[config.mk]
export PLATFORM = sky130hd
export DESIGN_NAME = pipe_hazard_ctrl
export DESIGN_NICKNAME = d
export VERILOG_FILES = /design/src/rtl/pipe_hazard_ctrl.sv
export SDC_FILE = /design/constraint.sdc
export NUM_CORES = 1
export LEC_CHECK = 0
export CAP_MARGIN = 20
export CORE_MARGIN = 2
export CORE_UTILIZATION = 51
export CTS_CLUSTER_DIAMETER = 150
export DETAILED_ROUTE_END_ITERATION = 10
export PLACE_DENSITY_LB_ADDON = 0.25
export SKIP_LAST_GASP = 1
export SLEW_MARGIN = 20
export SYNTH_ARGS = -nofsm -noshare
export SYNTH_HDL_FRONTEND = slang
export SYNTH_SLANG_ARGS = --single-unit
export TNS_END_PERCENT = 5
[constraint.sdc]
create_clock -name clock -period 4.22 [get_ports clock]
set_input_delay 1.266 -clock clock [delete_from_list [all_inputs] [get_ports clock]]
set_output_delay 1.266 -clock clock [all_outputs]
set_load 0.01 [all_outputs]
[src/rtl/pipe_hazard_ctrl.sv]
// Hazard detection / operand forwarding controller: a DEPTH-entry in-flight write
// tracker drives forwarding selects, load-use stalls, branch flushes and write-back.
module pipe_hazard_ctrl #(
  parameter int NREGS       = 4,
  parameter int DEPTH       = 3,
  parameter int ALU_LAT     = 1,
  parameter int LD_LAT      = 2,
  parameter int FLUSH_DEPTH = 1,
  parameter int CNTW        = 16,
  localparam int REGW       = (NREGS > 1) ? $clog2(NREGS) : 1,
  localparam int SELW       = $clog2(DEPTH + 1)
) (
  input  logic              clock,
  input  logic              reset,
  input  logic              issue_valid,
  input  logic              issue_use1,
  input  logic              issue_use2,
  input  logic [REGW-1:0]   issue_rs1,
  input  logic [REGW-1:0]   issue_rs2,
  input  logic              issue_wr,
  input  logic [REGW-1:0]   issue_rd,
  input  logic              issue_ld,
  input  logic              flush,
  output logic              issue_ack,
  output logic              stall,
  output logic [SELW-1:0]   fwd1_sel,
  output logic [SELW-1:0]   fwd2_sel,
  output logic [NREGS-1:0]  pend_mask,
  output logic              rf_we,
  output logic [REGW-1:0]   rf_wa,
  output logic [CNTW-1:0]   stall_cnt,
  output logic [CNTW-1:0]   retire_cnt
);

  // Tracker: index 1 is the youngest stage, index DEPTH is write-back.
  logic [DEPTH:1]           r_vld;
  logic [DEPTH:1]           r_wr;
  logic [DEPTH:1]           r_ld;
  logic [DEPTH:1][REGW-1:0] r_rd;
  logic [CNTW-1:0]          r_stall_cnt;
  logic [CNTW-1:0]          r_retire_cnt;

  logic [SELW:0]            w_lk1;
  logic [SELW:0]            w_lk2;
  logic                     w_nr1;
  logic                     w_nr2;
  logic                     w_stall;
  logic                     w_ack;
  logic [NREGS-1:0]         w_pend;

  // Returns {not_ready, sel}; scanning oldest to youngest lets the youngest match win.
  function automatic logic [SELW:0] lookup(
    input logic [DEPTH:1]           vld,
    input logic [DEPTH:1]           wr,
    input logic [DEPTH:1]           ld,
    input logic [DEPTH:1][REGW-1:0] rd,
    input logic [REGW-1:0]          src
  );
    logic [SELW:0] res;
    res = '0;
    for (int k = DEPTH; k >= 1; k--) begin
      if (vld[k] && wr[k] && (rd[k] == src)) begin
        if (k >= (ld[k] ? LD_LAT : ALU_LAT)) res = {1'b0, SELW'(k)};
        else                                 res = {1'b1, {SELW{1'b0}}};
      end
    end
    return res;
  endfunction

  function automatic logic [CNTW-1:0] sat_inc(input logic [CNTW-1:0] v);
    return (&v) ? v : v + CNTW'(1);
  endfunction

  always_comb begin
    w_lk1   = lookup(r_vld, r_wr, r_ld, r_rd, issue_rs1);
    w_lk2   = lookup(r_vld, r_wr, r_ld, r_rd, issue_rs2);
    w_nr1   = issue_use1 & w_lk1[SELW];
    w_nr2   = issue_use2 & w_lk2[SELW];
    // Flush overrides stall; reset forces every combinational output low.
    w_stall = issue_valid & (w_nr1 | w_nr2) & ~flush & ~reset;
    w_ack   = issue_valid & ~w_stall & ~flush & ~reset;
  end

  always_comb begin
    w_pend = '0;
    for (int k = 1; k <= DEPTH; k++) begin
      if (r_vld[k] && r_wr[k]) w_pend[r_rd[k]] = 1'b1;
    end
  end

  assign stall      = w_stall;
  assign issue_ack  = w_ack;
  assign fwd1_sel   = issue_use1 ? w_lk1[SELW-1:0] : '0;
  assign fwd2_sel   = issue_use2 ? w_lk2[SELW-1:0] : '0;
  assign pend_mask  = w_pend;
  assign rf_we      = r_vld[DEPTH] & r_wr[DEPTH];
  assign rf_wa      = rf_we ? r_rd[DEPTH] : '0;
  assign stall_cnt  = r_stall_cnt;
  assign retire_cnt = r_retire_cnt;

  // Control: valid bits and counters
  always_ff @(posedge clock or posedge reset) begin
    if (reset) begin
      r_vld        <= '0;
      r_stall_cnt  <= '0;
      r_retire_cnt <= '0;
    end else begin
      r_vld[1] <= w_ack;
      for (int k = 1; k < DEPTH; k++) begin
        r_vld[k+1] <= r_vld[k] & ~(flush && (k <= FLUSH_DEPTH));
      end
      if (w_stall)      r_stall_cnt  <= sat_inc(r_stall_cnt);
      if (r_vld[DEPTH]) r_retire_cnt <= r_retire_cnt + CNTW'(1);
    end
  end

  // Payload: qualified by r_vld, so it needs no reset
  always_ff @(posedge clock) begin
    r_wr[1] <= issue_wr;
    r_ld[1] <= issue_ld;
    r_rd[1] <= issue_rd;
    for (int k = 1; k < DEPTH; k++) begin
      r_wr[k+1] <= r_wr[k];
      r_ld[k+1] <= r_ld[k];
      r_rd[k+1] <= r_rd[k];
    end
  end

endmodule

==> flow_summary.ini <==
[timing]
slew_headroom_pct = 36.88
finalHoldViolCount = 0
period_needed_ns = 4.439
max_freq_mhz = 225.3
fin_crit_sh_pct = 105.2
drv_slew = 0
hold_slack_ns = 0.3847
worst_slew_pin_slew_ns = 0.9433
setup_viol = 4
fin_ws_ns = -0.2187
fin_skew_ns = 0.005575
rsz0062_at_grt = true

[yosys]
synth.area.top_cells = dfrtp_1, xor2_1, dfxtp_1, xnor2_1, nand4_1
synth_nets = 217
synthSimpleGateAreaFrac_pct = 24.67
synth_compound_area_share_pct = 4.506
ys_top_cells_by_count = dfrtp_1, xor2_1, nand2_1, nor2_1
synth.largest_area_cell = dfrtp_1
syn_area_per_cell_sq_um = 10.78
synth_cell_types = 35
yosysWarnings = 0
ys.flop_type = dfrtp_1
synthCells = 201
yosysSeqAreaShare_pct = 49.68
synth_seq_cells = 45
yosysMostFrequentCell = dfrtp_1
synth-edff-count = 0
synth_fa_ha_area_share_pct = 1.155
synthDominantCellAreaShare_pct = 40.44
synth-async-reset-ratio_pct = 77.78
synth_top_family_by_area = simple AND/OR/NAND/NOR gates
syn_area_sq_um = 2166
synth_xor_area_share_pct = 16.98
synth_mux_area_share_pct = 1.040

[grt]
antenna_found_initial = 0
grt_pass1_wl_mm = 7.872
grt_use_total_pct = 20.37
grt_overflow = 0
grt_pass1_vias = 1707
grt_max_degree = 27

[critical_path]
crit_required_ns = 2.95
reg2regPathDepth = 5
cp_data_arrival_time_ns = 3.17
cp_slowest_cell = clkdlybuf4s50_1
crit_path_start_kind = primary input
crit_fanout = 3
critical-path-top-delay-family = buffers and inverters
slowest_delay_ns = 0.54
crit_path_end_kind = output pin
path_cells = clkdlybuf4s50_1, xor2_1, nor4b_2, o21ai_1, and2_1, clkdlybuf4s50_1
cpMostUsedCell = clkdlybuf4s50_1
path_class = in -> out
cp.depth = 6
path_buf_inv = 2

[min_path]
hp-class = reg -> reg
hold-path-cell-count = 0

[final_layout]
finalInstanceArea_sq_um = 2984
multi_input_area_sq_um = 1082
syn_to_final_growth_pct = 37.78
final_cells = 324
fin_nets = 289
drive_gt1_share_pct = 13.87
antenna_cells = 0
seqCellArea_sq_um = 1076
num-fill-cells = 291

[clock_network]
clockBufferDepth = 2
htree_num_levels = 2
numClockSinks = 45
cts_tree = done
clk_pin_slew_ns = 0.08
cts_buffers = 5
root_buffer = clkbuf_8
clk_latency_ns = 0.30

[placed_design]
place_hpwl_mm = 3.429
dp_slack_ns = -0.1446
port_buffers = 58
dp_cells = 315
gp_congestion = 0.8878
place_area_sq_um = 2853

[power_and_ir_drop]
finalPower_mw = 0.8655
pwr-share-clk_pct = 30.3
p_int_mw = 0.6360
comb_power_share_pct = 13.3
ir_drop_uv = 236.4
leakagePower_nw = 1.325
p_sw_mw = 0.2295
p_per_area_nw_per_um2 = 290.0
sw_frac_of_total_pct = 26.51
seqPwrFrac_pct = 56.4

[floorplanning]
die-area_sq_um = 4784
std_cell_rows = 23
core-area_sq_um = 4058
ios = 59
die_h_um = 69.17
die_w_um = 69.17
initial_core_util_pct = 53.38

[detailed_routing]
drc_errors = 0
postRouteAntennaNets = 0
vias = 1748
first_iter_violations = 84
vias_per_cell = 5.395
wl_mm = 4.686
wire_per_inst_um = 14.46
drt_first_pass_iters = 4

[flow_run]
maxCapViolCount = 0

[status]
violations = setup timing
status = complete, but fails checks
worst register-to-register path, delay by kind of cell (launching register included):
kind	cells	cell delay, ns
fa+ha+maj	1	0.27
flops	1	0.46
mux	1	0.31
simple gates	3	1.17
cell type report:
cell class / count / share of cell area [%]
multi-input combinational: 147 / 36.27
sequential: 45 / 36.06
timing repair buffer: 67 / 21.76
clock buffer: 6 / 2.432
tap: 50 / 2.096
inverter: 7 / 0.8805
clock inverter: 2 / 0.5031
timing repair:
item                       CTS  global route
resized for setup            2             7
hold buffers                 0             0
setup endpoints to repair    6             5
pin swaps                    1             1
buffers inserted             1             0
path summary, 6_finish.rpt:
| check | slack, ns | startpoint | endpoint |
|---|---|---|---|
| min in group asynchronous | 1.27 | reset | stall_cnt[14]$_DFFE_PP0P_ |
| worst max register to register | 1.91 | stall_cnt[0]$_DFFE_PP0P_ | stall_cnt[1]$_DFFE_PP0P_ |
| worst min register to register | 0.38 | r_wr[2]$_DFF_P_ | r_wr[3]$_DFF_P_ |
| worst min-delay path | 0.38 | r_wr[2]$_DFF_P_ | r_wr[3]$_DFF_P_ |
| max in group asynchronous | 2.29 | reset | retire_cnt[15]$_DFFE_PP0P_ |
| worst max-delay path | -0.22 | issue_rs2[1] | issue_ack |
metrics by stage:
stage               util, %  TNS [ns]
CTS                   72.62   -0.4637
global placement      70.31   -0.4341
global route          73.54   -0.5847
floorplan                 -         0
finish                73.54   -0.4840
detailed placement    70.31   -0.5301
placed cells by master (no fill, tap or decap), types with 2 or more instances in the layout:
cell type,count
o2bb2ai_1,2
and4_1,3
o211a_1,2
and2_1,3
xnor2_1,12
dfxtp_1,10
ha_1,2
and3_2,2
dfrtp_1,35
nor3_1,9
xor2_1,28
xor2_2,2
nand4_1,10
clkbuf_8,5
nand3_1,10
nor3_2,8
clkinvlp_4,2
nor4_2,2
mux2_2,2
inv_1,7
and3_1,2
nand2_1,16
buf_4,9
clkdlybuf4s50_1,56
a22oi_1,2
or3_1,2
o21ai_0,2
nor2_1,13
nor3b_1,2
kinds of logic after synthesis:
logic type,after synthesis
AND/OR/NAND/NOR,89
flip-flops,45
XOR/XNOR,42
AO/OA/AOI/OAI,12
buffers and inverters,9
multiplexers,2
adder cells (fa/ha/maj),2
per-layer routing:
metal,up-vias,part of all wire [%],global-route usage [%]
li1,850,-,-
met2,46,49,33.01
met4,0,1.6,7.843
met3,9,4.4,4.678
met1,843,45,26.52
met5,-,0,0
sequential cells by signal (all words and copies together) (netlist names):
| register | flops |
|---|---|
| r_ld | 1 |
| r_rd | 6 |
| retire_cnt | 16 |
| stall_cnt | 16 |
| r_vld | 3 |
| r_wr | 3 |
power by group through the flow:
stage / combinational, mW / clock [mW] / sequential (mW)
floorplan: 0.0411 / 0 / 0.498
global placement: 0.110 / 0 / 0.496
detailed placement: 0.112 / 0 / 0.497
CTS: 0.113 / 0.272 / 0.488
global route: 0.125 / 0.285 / 0.494
finish: 0.115 / 0.262 / 0.489
No activity file was read; power rests on OpenSTA's default activity.
